==> src/rtl/mips_pkg.sv <==
// mips_pkg: shared widths, register-zero and write-back source encodings.
package mips_pkg;
  localparam int DATA_W = 32;
  localparam int ADDR_W = 5;
  localparam logic [4:0] REG_ZERO = 5'd0;
  localparam logic SRC_A = 1'b0;
  localparam logic SRC_B = 1'b1;
endpackage

==> src/rtl/rr_arb2.sv <==
// rr_arb2: two-input round-robin arbiter owning the last-grant flop.
module rr_arb2
  import mips_pkg::*;
(
  input  logic       clk,
  input  logic       rst_n,
  input  logic [1:0] req,
  output logic [1:0] gnt,
  output logic       last
);
  logic last_q, last_d;
  always_comb begin
    gnt[0] = rst_n && req[0] && (!req[1] || last_q == SRC_B);
    gnt[1] = rst_n && req[1] && (!req[0] || last_q == SRC_A);
    last_d = gnt[1] ? SRC_B : gnt[0] ? SRC_A : last_q;
  end
  always_ff @(posedge clk or negedge rst_n) begin
    if (!rst_n) last_q <= SRC_B;
    else last_q <= last_d;
  end
  assign last = last_q;
endmodule

==> src/rtl/regfile_wb_arbiter.sv <==
// regfile_wb_arbiter: round-robin write-back into the register file plus pending-write scoreboard.
// Optional WB_FWD_EN adds write-stage forwarding compare ports.
module regfile_wb_arbiter
  import mips_pkg::*;
#(
  parameter int DATA_W = mips_pkg::DATA_W,
  parameter int ADDR_W = mips_pkg::ADDR_W
) (
  input  logic                 clk,
  input  logic                 rst_n,
  input  logic                 a_valid,
  output logic                 a_ready,
  input  logic [ADDR_W-1:0]    a_addr,
  input  logic [DATA_W-1:0]    a_data,
  input  logic                 b_valid,
  output logic                 b_ready,
  input  logic [ADDR_W-1:0]    b_addr,
  input  logic [DATA_W-1:0]    b_data,
  output logic                 rf_we,
  output logic [ADDR_W-1:0]    rf_waddr,
  output logic [DATA_W-1:0]    rf_wdata,
  input  logic                 rsv_valid,
  input  logic [ADDR_W-1:0]    rsv_addr,
  output logic [2**ADDR_W-1:0] busy_mask,
`ifdef WB_FWD_EN
  input  logic [ADDR_W-1:0]    fwd_addr1,
  input  logic [ADDR_W-1:0]    fwd_addr2,
  output logic                 fwd_hit1,
  output logic                 fwd_hit2,
`endif
  output logic                 last_src
);
  localparam int NREG = 2**ADDR_W;
  localparam logic [NREG-1:0] ONE = NREG'(1);
  localparam logic [ADDR_W-1:0] ZERO_A = ADDR_W'(REG_ZERO);
  logic [1:0] gnt;
  logic last, g_any;
  logic [ADDR_W-1:0] g_addr;
  logic [DATA_W-1:0] g_data;
  logic rf_we_q, rf_we_d;
  logic [ADDR_W-1:0] rf_waddr_q, rf_waddr_d;
  logic [DATA_W-1:0] rf_wdata_q, rf_wdata_d;
  logic [NREG-1:0] busy_q, busy_d;
  rr_arb2 u_arb (
    .clk  (clk),
    .rst_n(rst_n),
    .req  ({b_valid, a_valid}),
    .gnt  (gnt),
    .last (last)
  );
  // Register-zero grants still consume a turn but never reach the file.
  always_comb begin
    g_any = |gnt;
    g_addr = gnt[1] ? b_addr : a_addr;
    g_data = gnt[1] ? b_data : a_data;
    rf_we_d = g_any && g_addr != ZERO_A;
    rf_waddr_d = rf_we_d ? g_addr : rf_waddr_q;
    rf_wdata_d = rf_we_d ? g_data : rf_wdata_q;
    busy_d = (busy_q & ~(g_any ? ONE << g_addr : {NREG{1'b0}})) | (rsv_valid ? ONE << rsv_addr : {NREG{1'b0}});
    busy_d[0] = 1'b0;
  end
  always_ff @(posedge clk or negedge rst_n) begin
    if (!rst_n) begin
      rf_we_q <= 1'b0;
      rf_waddr_q <= '0;
      rf_wdata_q <= '0;
      busy_q <= '0;
    end else begin
      rf_we_q <= rf_we_d;
      rf_waddr_q <= rf_waddr_d;
      rf_wdata_q <= rf_wdata_d;
      busy_q <= busy_d;
    end
  end
  assign a_ready = gnt[0];
  assign b_ready = gnt[1];
  assign rf_we = rf_we_q;
  assign rf_waddr = rf_waddr_q;
  assign rf_wdata = rf_wdata_q;
  assign busy_mask = busy_q;
  assign last_src = last;
`ifdef WB_FWD_EN
  assign fwd_hit1 = rf_we_q && rf_waddr_q == fwd_addr1 && fwd_addr1 != ZERO_A;
  assign fwd_hit2 = rf_we_q && rf_waddr_q == fwd_addr2 && fwd_addr2 != ZERO_A;
`endif
endmodule

==> config.mk <==
export PLATFORM = sky130hd
export DESIGN_NAME = regfile_wb_arbiter
export DESIGN_NICKNAME = d
export VERILOG_FILES = /design/src/rtl/mips_pkg.sv /design/src/rtl/rr_arb2.sv /design/src/rtl/regfile_wb_arbiter.sv
export SDC_FILE = /design/constraint.sdc
export NUM_CORES = 1
export LEC_CHECK = 0
export CAP_MARGIN = 40
export CORE_ASPECT_RATIO = 1.4
export CORE_UTILIZATION = 45
export DETAILED_ROUTE_END_ITERATION = 10
export GPL_TIMING_DRIVEN = 0
export PLACE_DENSITY = 0.88
export SYNTH_ARGS = -nofsm -noshare
export SYNTH_HDL_FRONTEND = slang
export SYNTH_SLANG_ARGS = --single-unit
==> constraint.sdc <==
create_clock -name clk -period 2.9 [get_ports clk]
set_input_delay 0.58 -clock clk [delete_from_list [all_inputs] [get_ports clk]]
set_output_delay 0.58 -clock clk [all_outputs]
set_load 0.02 [all_outputs]
# ---- Yosys cells after proc, flatten, opt, wreduce, memory -nomap -nowiden
# Index checks and enable logic that the tools add are counted.
dict set report word_totals {
  output_inout_bits 73
  wordCells 29
  register_bits 70
  inputBits 84
}
dict set report op_classes {
  bitwise_logic 4
  mux 6
  n_shift 2
  n_reduce_logical 12
}
# cell n
set ops {}
lappend ops {{$mux 32} 3}
lappend ops {{$shl 1x5->32 const A} 2}
lappend ops {{$and 32x32->32} 1}
lappend ops {{$not 32->32} 1}
lappend ops {{$or 32x32->32} 1}
lappend ops {{$logic_and 1x1->1} 5}
lappend ops {{$mux 5} 1}
lappend ops {{$reduce_bool 5->1} 1}
lappend ops {{$logic_not 1->1} 2}
lappend ops {{$logic_or 1x1->1} 2}
lappend ops {{$mux 1} 2}
lappend ops {{$reduce_bool 2->1} 1}
lappend ops {{$reduce_or 2->1} 1}
lappend ops {{$not 1->1} 1}

# ---- Depth between registers and ports, before layout
dict set report logic_depth {
  depth_word 9
  ltp_mapped 8
  depth_no_buf 6
}

# ---- Modules after synthesis
# From an unflattened synthesis, not the netlist that was laid out.
dict set report unflattened {
  hier_cells 382
  hier_area_um2 3751.1
}
# module seq_area_each_um2 instances area_per_inst_um2 cells_per_inst
set modules_own_cells {}
lappend modules_own_cells {regfile_wb_arbiter 1726.7 1 3681.0 373}
lappend modules_own_cells {rr_arb2 26.3 1 70.1 9}

# ---- Least setup slack after synthesis
# OpenSTA, ideal clock, no wires.
dict set report synth_timing {
  path_kind {input to output}
  startpoint {input rst_n}
  endpoint {output a_ready}
  path_buffers 3
  cell_stages 4
  required_time_ns 2.320
  slack_ns 0.823
  t_arrival_ns 1.497
  path_cell_list {buf_4 buf_2 buf_1 and3_1}
}
dict set report synth_between {
  elab_chain_cells 2
}
# element line
set synth_rtl {}
lappend synth_rtl {{start: declaration} regfile_wb_arbiter.sv:10} ;# input logic rst_n,
lappend synth_rtl {{$logic_and 1x1->1 (2 in series)} rr_arb2.sv:13} ;# gnt[0] = rst_n && req[0] && (!req[1] || last_q == SRC_B);
lappend synth_rtl {{end: declaration} regfile_wb_arbiter.sv:12} ;# output logic a_ready,
# Every way passes these cells.

# ---- Worst setup path in the final report
# Same ends and word-level chain as after synthesis.

==> impl_metrics.py <==
metrics = {
    "power_and_ir_drop": {
        "comb_power_share": 0.371,
        "cell_internal_pwr_w": 0.00232,
        "p_switching_w": 0.00117,
        "powerDensity_mw_per_mm2": 638,
        "p_clk_frac": 0.253,
        "power_leakage_nw": 2.46,
        "seqPwrFrac": 0.376,
        "ir_drop_mv": 0.443,
        "swShare": 0.334,
    },
    "routing": {
        "via_count": 3411,
        "via_per_inst": 5.44,
        "drt-initial-drc-count": 159,
        "drt-total-wl_um": 10800,
        "dr.pass1.iters": 4,
        "postRouteAntennaNets": 0,
        "routedWlPerCell_um": 17.3,
        "drc": 0,
    },
    "critical_path": {
        "cp.required_ns": 2.32,
        "crit_fanout": 19,
        "crit_type": "in2out",
        "worstSetupEndpointType": "primary output",
        "crit_path_start_kind": "primary input",
        "crit_arrival_ns": 2.25,
    },
    "cts": {
        "path_clk_slew_ns": 0.08,
        "cts.sinks": 70,
        "post-cts-setup-buffers": 0,
        "cts_root_buf": "clkbuf_8",
        "cts_tree": "built",
        "htree_num_levels": 3,
        "cts-buffers-inserted": 9,
        "clock_path_buffers": 2,
        "clk_latency_ns": 0.34,
    },
    "floorplan": {
        "ios": 157,
        "fp.dieArea_sq_mm": 0.00813,
        "rows": 37,
        "die_y_um": 106,
        "die_w_um": 76.5,
        "core_sq_mm": 0.00745,
        "start_util": 0.469,
    },
    "finish": {
        "syn2layout_area_growth_pct": 56.5,
        "register_area_sq_mm": 0.00175,
        "fillers": 523,
        "design_area_sq_mm": 0.00547,
        "layout-drive-gt1-share": 0.0906,
        "finish.utilization": 0.734,
        "antenna_cells": 0,
        "multi_input_comb_area_sq_mm": 0.00160,
        "fin_nets": 610,
    },
    "logic_synthesis": {
        "avgSynthCellArea_sq_um": 9.76,
        "synth_top_area_frac": 0.494,
        "synthCells": 358,
        "synth.area.mux_share": 0.104,
        "synth_xor_area_frac": 0,
        "yosys_warnings": 0,
        "synth_top_cell_by_area": "dfrtp_1",
        "synth_top_family_by_area": "simple AND/OR/NAND/NOR gates",
        "ys_seq_area_frac": 0.502,
        "synthTopCellsByArea": "dfrtp_1 (49%), nand2_1 (10%), mux2i_1 (9.7%)",
        "synthAdderAreaFrac": 0,
        "syn_nets": 442,
        "ys_seq_elements": 70,
        "syn-cell-area_sq_mm": 0.00349,
        "synth_compound_area_frac": 0.173,
        "synth.distinct_cells": 47,
        "synth-simple-area-share": 0.180,
    },
    "sta": {
        "setup_viol": 0,
        "clock.fmax_ghz": 0.354,
        "worst_pin_slew_ns": 0.715,
        "skew_ns": 0.00593,
        "rsz0062_at_grt": "no",
        "period_minus_slack_ns": 2.83,
        "fin_crit_sh": 0.975,
        "relSlewSlack": 0.523,
        "slew_viol_final": 0,
        "hold_violations": 0,
    },
    "place": {
        "place_area_sq_mm": 0.00519,
        "gp_congestion": 0.877,
        "portBuffers": 155,
        "dp.final_hpwl_um": 7920,
    },
    "run_status": {
        "status": "complete, no violations",
    },
    "grt": {
        "grt_pass1_wl_um": 16900,
        "track_usage": 0.271,
        "grt_max_degree": 32,
        "antenna_found_initial": 0,
        "grt_pass1_vias": 3459,
        "grt_overflow": 0,
    },
    "hold_path": {
        "min_path_type": "in2async",
    },
    "run": {
        "maxCapViolations": 0,
    },
}
## state kept, by name (all words and copies together), names as in the netlist
signal,cells
rf_we,1
rf_wdata,32
u_arb.last,1
busy_mask,31
rf_waddr,5
## cell families after synthesis
logic type             count (synthesis)
muxes                                 35
other                                  1
DFF                                   70
and+or+nand+nor                      136
AOI/OAI and AO/OA                     92
buffers and inverters                 24
## synthesized netlist by cell type, drive strengths merged
master	count
a211oi	2
a21bo	1
a21boi	2
a21oi	4
a31oi	4
a32o	1
a32oi	1
and3	6
and4	1
buf	15
clkbuf	4
conb	1
dfrtp	69
dfstp	1
inv	5
mux2i	35
nand2	94
nand2b	3
nand3	9
nand4	3
nand4b	1
nor2	5
nor2b	7
nor3	2
nor3b	2
nor4	1
nor4b	2
o211ai	6
o21ai	53
o2bb2ai	1
o31a	1
o31ai	16
## worst max-delay path: stages
cell	delay [ns]
buf_4	0.22
buf_16	0.19
buf_4	0.21
buf_4	0.24
and3_1	0.18
clkdlybuf4s50_1	0.61
## metrics by stage
| step | instances | hold WS [ns] | power [W] | TNS (ns) | worst slack [ns] |
|---|---|---|---|---|---|
| after global routing | 627 | 0.0694 | 0.00364 | 0 | 0.00926 |
| final | 627 | 0.0768 | 0.00349 | 0 | 0.0725 |
| after detailed placement | 611 | 0.428 | 0.00261 | -0.546 | -0.458 |
| after CTS | 626 | 0.0609 | 0.00350 | 0 | 0.0269 |
| after global placement | 610 | 0.462 | 0.00257 | -223.87 | -2.86 |
| after floorplan | 358 | 0.284 | 0.00191 | 0 | 0.823 |
## routing by layer
metal | GRT usage | routed length [um]
met5 | 0 | 0
met4 | 0.117 | 250
met3 | 0.0833 | 936
met2 | 0.497 | 5680
met1 | 0.283 | 3970
## cells in the final DEF (no fill, tap or decap), types with 2 or more instances in the layout
cell type / synthesis / final
clkdlybuf4s50_1: 0 / 153
bufinv_16: 0 / 2
buf_4: 2 / 4
a211oi_1: 2 / 2
o211ai_1: 6 / 6
buf_2: 9 / 8
and3_1: 6 / 6
inv_1: 3 / 3
dfrtp_1: 69 / 69
a31oi_1: 2 / 2
a21oi_1: 4 / 4
clkinvlp_4: 0 / 2
nor3b_1: 2 / 2
mux2i_1: 34 / 34
nand2b_1: 3 / 3
buf_6: 2 / 2
nor2_1: 5 / 5
nand4_1: 2 / 2
clkbuf_8: 0 / 10
o31ai_1: 16 / 16
nor3_1: 2 / 2
o21ai_0: 52 / 52
nor2b_1: 7 / 7
clkbuf_1: 2 / 2
nand3_1: 9 / 9
nand2_1: 93 / 93
clkbuf_2: 2 / 2
## worst paths after layout
path / cells after the start / from / slack [ns] / to
worst max register to register: 8 / u_arb.last$_DFFE_PN1P_ / 0.82 / busy_mask[8]$_DFF_PN0_
min in group clk: 2 / rf_wdata[29]$_DFFE_PN0P_ / 0.48 / rf_wdata[29]$_DFFE_PN0P_
max in group asynchronous: 2 / rst_n / 2.25 / busy_mask[4]$_DFF_PN0_
worst min register to register: 2 / rf_wdata[29]$_DFFE_PN0P_ / 0.48 / rf_wdata[29]$_DFFE_PN0P_
worst min-delay path: 1 / rst_n / 0.08 / busy_mask[22]$_DFF_PN0_
worst max-delay path: 6 / rst_n / 0.07 / a_ready
## layout make-up
type | instances | share of cell area
clock buffer | 10 | 0.0252
multi-input combinational | 264 | 0.293
buffer | 18 | 0.0215
timing repair buffer | 158 | 0.299
clock inverter | 5 | 0.0153
inverter | 5 | 0.00389
tap | 97 | 0.0222
sequential | 70 | 0.321
## power by group through the flow
| stage | logic, W | clock network [W] | registers (W) |
|---|---|---|---|
| after floorplan | 0.000324 | 0 | 0.00158 |
| after global placement | 0.00125 | 0 | 0.00132 |
| after detailed placement | 0.00128 | 0 | 0.00132 |
| after CTS | 0.00130 | 0.000889 | 0.00131 |
| after global routing | 0.00138 | 0.000927 | 0.00133 |
| final | 0.00129 | 0.000883 | 0.00131 |
## timing repair
item                       CTS  global route
setup endpoints to repair    2             1
gates cloned                 1             1
hold buffers                 0             0
gates resized for setup      2             0
No activity file was read; power rests on OpenSTA's default activity.
